<file path="src/rtl/pmp_check_stage.sv">
// ============================================================================
// pmp_check_stage: registered request/response wrapper around the PMP/DMP unit
// Optional denied-access counter: define PMP_CHECK_FAULT_CNT_EN.  Rev 1.0
// ============================================================================
`default_nettype none

module pmp_check_stage #(
  parameter int unsigned PLEN  = 34,
  parameter int unsigned XLEN  = 64,
  parameter int unsigned DOM_W = 4
) (
  input  logic             clk_i,
  input  logic             rst_i,
  input  logic             flush_i,
  input  logic             req_valid_i,
  output logic             req_ready_o,
  input  logic [PLEN-1:0]  req_addr_i,
  input  logic [2:0]       req_access_i,
  input  logic [1:0]       req_priv_i,
  input  logic [DOM_W-1:0] req_dom_i,
  output logic [PLEN-1:0]  pmp_addr_o,
  output logic [2:0]       pmp_access_o,
  output logic [1:0]       pmp_priv_o,
  output logic [DOM_W-1:0] pmp_dom_o,
  input  logic             pmp_allow_i,
  output logic             resp_valid_o,
  input  logic             resp_ready_i,
  output logic [PLEN-1:0]  resp_addr_o,
  output logic             resp_fault_o,
  output logic [XLEN-1:0]  resp_cause_o,
  output logic [15:0]      fault_cnt_o,
  input  logic             cnt_clr_i
);

  localparam logic [2:0] CAUSE_INSTR_FAULT = 3'd1;
  localparam logic [2:0] CAUSE_LOAD_FAULT  = 3'd5;
  localparam logic [2:0] CAUSE_STORE_FAULT = 3'd7;

  logic             s1_valid_q, s1_valid_d;
  logic [PLEN-1:0]  s1_addr_q, s1_addr_d;
  logic [2:0]       s1_access_q, s1_access_d;
  logic [1:0]       s1_priv_q, s1_priv_d;
  logic [DOM_W-1:0] s1_dom_q, s1_dom_d;

  logic             s2_valid_q, s2_valid_d;
  logic [PLEN-1:0]  s2_addr_q, s2_addr_d;
  logic             s2_fault_q, s2_fault_d;
  logic [2:0]       s2_cause_q, s2_cause_d;

  logic s2_free;
  logic s1_adv;
  logic req_accept;
  logic resp_hs;
  logic [2:0] fault_cause;

  assign s2_free     = !s2_valid_q || resp_ready_i;
  assign s1_adv      = s1_valid_q && s2_free && !flush_i;
  assign req_ready_o = (!s1_valid_q || s2_free) && !flush_i;
  assign req_accept  = req_valid_i && req_ready_o;
  assign resp_hs     = s2_valid_q && resp_ready_i;

  // Store takes precedence over fetch; anything else reports as a load fault.
  always_comb begin
    fault_cause = CAUSE_LOAD_FAULT;
    if (s1_access_q[1])      fault_cause = CAUSE_STORE_FAULT;
    else if (s1_access_q[2]) fault_cause = CAUSE_INSTR_FAULT;
  end

  always_comb begin
    s1_valid_d  = s1_valid_q;
    s1_addr_d   = s1_addr_q;
    s1_access_d = s1_access_q;
    s1_priv_d   = s1_priv_q;
    s1_dom_d    = s1_dom_q;
    if (flush_i) begin
      s1_valid_d = 1'b0;
    end else if (req_accept) begin
      s1_valid_d  = 1'b1;
      s1_addr_d   = req_addr_i;
      s1_access_d = req_access_i;
      s1_priv_d   = req_priv_i;
      s1_dom_d    = req_dom_i;
    end else if (s1_adv) begin
      s1_valid_d = 1'b0;
    end
  end

  always_comb begin
    s2_valid_d = s2_valid_q;
    s2_addr_d  = s2_addr_q;
    s2_fault_d = s2_fault_q;
    s2_cause_d = s2_cause_q;
    if (flush_i) begin
      s2_valid_d = 1'b0;
    end else if (s1_adv) begin
      s2_valid_d = 1'b1;
      s2_addr_d  = s1_addr_q;
      s2_fault_d = !pmp_allow_i;
      s2_cause_d = pmp_allow_i ? 3'd0 : fault_cause;
    end else if (resp_hs) begin
      s2_valid_d = 1'b0;
    end
  end

  always_ff @(posedge clk_i or posedge rst_i) begin
    if (rst_i) begin
      s1_valid_q  <= 1'b0;
      s1_addr_q   <= '0;
      s1_access_q <= '0;
      s1_priv_q   <= '0;
      s1_dom_q    <= '0;
      s2_valid_q  <= 1'b0;
      s2_addr_q   <= '0;
      s2_fault_q  <= 1'b0;
      s2_cause_q  <= '0;
    end else begin
      s1_valid_q  <= s1_valid_d;
      s1_addr_q   <= s1_addr_d;
      s1_access_q <= s1_access_d;
      s1_priv_q   <= s1_priv_d;
      s1_dom_q    <= s1_dom_d;
      s2_valid_q  <= s2_valid_d;
      s2_addr_q   <= s2_addr_d;
      s2_fault_q  <= s2_fault_d;
      s2_cause_q  <= s2_cause_d;
    end
  end

  assign pmp_addr_o   = s1_addr_q;
  assign pmp_access_o = s1_access_q;
  assign pmp_priv_o   = s1_priv_q;
  assign pmp_dom_o    = s1_dom_q;

  assign resp_valid_o = s2_valid_q;
  assign resp_addr_o  = s2_addr_q;
  assign resp_fault_o = s2_fault_q;
  assign resp_cause_o = {{(XLEN-3){1'b0}}, s2_cause_q};

`ifdef PMP_CHECK_FAULT_CNT_EN
  logic [15:0] fault_cnt_q, fault_cnt_d;

  always_comb begin
    fault_cnt_d = fault_cnt_q;
    if (cnt_clr_i)
      fault_cnt_d = 16'h0000;
    else if (resp_hs && s2_fault_q && (fault_cnt_q != 16'hFFFF))
      fault_cnt_d = fault_cnt_q + 16'd1;
  end

  always_ff @(posedge clk_i or posedge rst_i) begin
    if (rst_i) fault_cnt_q <= 16'h0000;
    else       fault_cnt_q <= fault_cnt_d;
  end

  assign fault_cnt_o = fault_cnt_q;
`else
  logic unused_cnt_clr;
  assign unused_cnt_clr = cnt_clr_i;
  assign fault_cnt_o    = 16'h0000;
`endif

endmodule

`default_nettype wire

</file>
<file path="config.mk">
export PLATFORM = sky130hd
export DESIGN_NAME = pmp_check_stage
export DESIGN_NICKNAME = d
export VERILOG_FILES = /design/src/rtl/pmp_check_stage.sv
export SDC_FILE = /design/constraint.sdc
export NUM_CORES = 1
export LEC_CHECK = 0
export ABC_AREA = 0
export BUFFER_PORTS_ARGS = -buffer_cell sky130_fd_sc_hd__buf_4
export CORE_MARGIN = 5
export CORE_UTILIZATION = 48
export DETAILED_ROUTE_END_ITERATION = 7
export PLACE_DENSITY_LB_ADDON = 0.05
export SETUP_SLACK_MARGIN = 0.3
export SLEW_MARGIN = 5
export SYNTH_ARGS = -nofsm -noshare
export SYNTH_HDL_FRONTEND = slang
export SYNTH_SLANG_ARGS = --single-unit
</file>
<file path="constraint.sdc">
create_clock -name clk_i -period 7.43 [get_ports clk_i]
set_input_delay 0.743 -clock clk_i [delete_from_list [all_inputs] [get_ports clk_i]]
set_output_delay 0.743 -clock clk_i [all_outputs]
set_load 0.02 [all_outputs]
</file>
; ---- Word level (Yosys, flattened, before mapping)
; Index checks and enable logic that the tools add are counted.
; W data, S select, Z words.
[word_totals]
ff_bits = 83
input_bits = 50
[op_classes]
n_reduce_logical = 15
mux = 9
bitwise = 1
[op_table]
columns = op, count
row1 = $mux W3, 3
row2 = $mux W1, 6
row3 = $reduce_bool A3 Y1, 2
row4 = $logic_and A1 B1 Y1, 5
row5 = $logic_not A1 Y1, 4
row6 = $reduce_and A2 Y1, 2
row7 = $logic_or A1 B1 Y1, 2
row8 = $not A1 Y1, 1

; ---- Logic depth before layout (Yosys ltp)
[depth]
word_depth = 7
depth_mapped = 5
depth_no_buf = 3

; ---- Least setup slack after synthesis
; No wires, ideal clock.
[synth_timing]
path_type = input -> output
from = input resp_ready_i
to = output req_ready_o
setup_slack_ns = 5.447
path_stages = 2
arrival_ns = 1.240
n_path_buf = 0
path_cell_list = and3b_1 > nor2_1
[synth_via]
elab_chain_cells = 3
[synth_rtl]
columns = element, line
row1 = "start, declared", 27  ; input logic resp_ready_i,
row2 = $logic_or A1 B1 Y1, 56  ; assign s2_free = !s2_valid_q || resp_ready_i;
row3 = $logic_or A1 B1 Y1, 58  ; assign req_ready_o = (!s1_valid_q || s2_free) && !flush_i;
row4 = $logic_and A1 B1 Y1, 58
row5 = "end, declared", 16  ; output logic req_ready_o,
; Every way passes these cells.

; ---- Worst setup path after layout
[layout_timing]
from = input resp_ready_i
to = register s1_priv_q[0] (netlist: pmp_priv_o[0])
[layout_via]
elab_chain_cells = 5
[layout_rtl]
columns = element, line
row1 = $logic_or A1 B1 Y1, 56
row2 = $logic_or A1 B1 Y1, 58
row3 = $logic_and A1 B1 Y1, 58
row4 = $logic_and A1 B1 Y1, 59  ; assign req_accept = req_valid_i && req_ready_o;
row5 = $reduce_and A2 Y1 (no source line), -
row6 = "end signal, assigned", 120  ; s1_priv_q <= s1_priv_d;
row7 = "end, declared", 42  ; logic [1:0] s1_priv_q, s1_priv_d;
; Every way passes these cells.
; A chain may end at the register's enable or synchronous reset.

==> summary.md <==
| Metric | Value |
|---|---|
| Status | `finished clean` |
| Syn Area/Cell | `14.0 sq um` |
| CTS Buf Count | `9` |
| Final nets | `448` |
| Combinational Power Share | `0.321` |
| Cell Area, Synth | `3690 sq um` |
| Rel. slew slack | `0.264` |
| Clock power share | `0.263` |
| Fillers | `655` |
| RSZ-0062 raised after global routing | `no` |
| Netlist cell types | `15` |
| Mapped Cells | `263` |
| Net Sw Power | `0.000458 W` |
| Post-CTS setup buffer count | `0` |
| Die W | `97.7 um` |
| WL per Instance | `14.6 um` |
| Top-area cell type share of the netlist area | `0.556` |
| Area growth from synthesis to layout | `27.1%` |
| Final setup vio count | `0` |
| Final Util | `0.617` |
| CP Max Fanout | `23` |
| WL final | `7.38 mm` |
| Share of layout cells above drive strength 1 | `0.563` |
| VDD IR max | `0.196 mV` |
| Worst Skew | `11.5 ps` |
| Synth area leaders | `dfrtp_1, mux2_2, buf_4` |
| Clock Pin Slew Worst Setup and Hold Paths | `70 ps` |
| Minimum clock period | `2570 ps` |
| Hold crit path type | `reg2reg` |
| All-layer global routing usage | `0.153` |
| Most common cell in the synthesized netlist | `dfrtp_1` |
| Grt total ovfl | `0` |
| Core area | `7610 sq um` |
| First-pass GRT wire length | `11.6 mm` |
| Crit Path Class | `in2reg` |
| Period utilization | `0.346` |
| Switching Share | `0.319` |
| Area leader, netlist | `dfrtp_1` |
| Detailed-placement wirelength estimate | `5.44 mm` |
| Worst setup SP type | `primary input` |
| Synth Flop Type | `dfrtp_1` |
| Final setup TNS | `0 ps` |
| Initial core utilization | `0.486` |
| Antenna-violating nets left | `0` |
| # IOs | `210` |
| Routability cong. | `0.701` |
| Crit-path cells | `buf_4, and3b_1, nor3b_4, buf_4, mux2_2` |
| Crit. End Element | `flip-flop` |
| DRC Markers | `0` |
| Final hold vios | `0` |
| CP dominant cell by count | `buf_4` |
| Peak Freq | `0.389 GHz` |
| Critical path required time | `7650 ps` |
| Tightest Pin Transition | `1100 ps` |
| Final Max Slew Viols | `0` |
| Hold_buf cts | `0` |
| Register area share after synthesis | `0.556` |
| H-tree depth | `3` |
| Total die area | `9550 sq um` |
| WP buf/inv | `2` |
| Worst R2R Setup Slack | `4940 ps` |
| DR vias/cell | `4.31` |
| Post-synth EDFFs | `0` |
| Yosys warnings | `0` |
| Post-synthesis register bit count | `82` |
| Post-CTS sizing | `0` |
| Worst-skew pair later-pin latency | `340 ps` |
| Largest stage delay, worst path | `900 ps` |
| Die height | `97.7 um` |
| Clock Tree Buf Depth | `2` |
| Commonest cells in the netlist | `dfrtp_1, buf_4, mux2_2` |
| Family with the most delay on the worst path | `simple AND/OR/NAND/NOR gates` |
| CTS tree | `yes` |
| P_leak | `2.33 nW` |
| Root buf cell | `clkbuf_8` |
| Count of max-cap constraint violations | `0` |
| Antenna violations before repair | `0` |
| Slowest cell on the critical path | `nor3b_4` |
| Vias | `2178` |
| Rows | `32` |
| Non-Filler Instances | `505` |
| Worst path arrival time | `2790 ps` |
| 1st-iter DRT viols | `46` |
| Pin count of the biggest net entering global routing | `83` |
| Pwr per Cell Area | `306 nW/um^2` |
| IO Port Bufs | `131` |
| Inserted Diodes | `0` |
| Iteration count of the initial detailed-routing pass | `3` |
| Cells after DPL | `489` |
| Clock Sink Count | `82` |
| Vias in the first global route | `2269` |
| Fraction of registers with async set/reset | `1.00` |
| Sequential share of power | `0.417` |
| Internal power of the cells | `0.000976 W` |
-- power by group through the flow --
stage          clock network (W)  registers [W]  logic (W)
3_5_place_dp                   0       0.000608   0.000467
4_1_cts                 0.000388       0.000600   0.000467
5_1_grt                 0.000409       0.000612   0.000490
3_3_place_gp                   0       0.000604   0.000461
2_1_floorplan                  0       0.000721   0.000174
6_report                0.000377       0.000598   0.000460
-- flip-flops by register name, indices dropped and copies added (netlist names) --
name / flops
pmp_addr_o: 34
pmp_access_o: 3
pmp_priv_o: 2
resp_valid_o: 1
s2_cause_q: 3
s1_valid_q: 1
resp_addr_o: 34
pmp_dom_o: 4
-- worst paths after layout --
check	from	endpoint	cells after the start
worst max-delay path	resp_ready_i	pmp_priv_o[0]	5
worst min-delay path	resp_addr_o[26]	resp_addr_o[26]	1
worst max register to register	resp_valid_o	pmp_priv_o[0]	4
worst min register to register	resp_addr_o[26]	resp_addr_o[26]	1
max in group asynchronous	rst_i	resp_addr_o[6]	3
min in group asynchronous	rst_i	pmp_addr_o[21]	3
-- cells in the final DEF, fill, tap and decap left out, types with 2 or more instances in the layout --
| cell type | Yosys | layout |
|---|---|---|
| buf_4 | 81 | 134 |
| dfrtp_1 | 82 | 82 |
| conb_1 | 1 | 77 |
| mux2_2 | 76 | 76 |
| clkbuf_8 | 0 | 9 |
| nor2_1 | 6 | 6 |
| mux2_1 | 3 | 3 |
| bufinv_16 | 0 | 3 |
| clkinv_2 | 0 | 2 |
| inv_1 | 3 | 2 |
| clkbuf_1 | 0 | 2 |
-- final cells by class --
class	count	area, sq um	area share
Sequential cell	82	2050	0.437
Multi-Input combinational cell	168	1260	0.269
Timing Repair Buffer	134	1010	0.214
Clock buffer	11	131	0.0280
Tap cell	102	128	0.0272
Clock inverter	5	103	0.0219
Inverter	3	12.5	0.00267
-- layer usage --
metal  vias up  GRT usage  wire length (um)
met4         0     0.0607                77
met5         -          0                 0
met3         8     0.0689               786
li1        990          -                 -
met1      1068      0.180              2900
met2       112      0.244              3610
-- through the flow --
step	power [W]	hold WS [ps]	setup slack [ps]	cell area, sq um
2_1_floorplan	0.000895	473	4580	3980
3_3_place_gp	0.00106	490	4460	4460
3_5_place_dp	0.00108	498	4430	4460
4_1_cts	0.00146	516	4810	4690
5_1_grt	0.00151	530	4720	4690
6_report	0.00143	511	4860	4690
-- worst register-to-register path: stages, from the launching register on --
cell     delay (ps)
dfrtp_1         410
and3b_1         220
nor3b_4         900
buf_4           470
mux2_2          380
-- logic make-up (layout without fill, tap and decap cells) --
family | count (synthesis) | count (layout) | share of synthesized area
flip-flops | 82 | 82 | 0.556
buffers and inverters | 89 | 153 | 0.181
AO/OA/AOI/OAI | 1 | 1 | 0.00135
AND/OR/NAND/NOR | 10 | 10 | 0.0173
multiplexers | 80 | 80 | 0.244
other | 1 | 77 | 0.00102
Power figures use the tool's default switching activity.
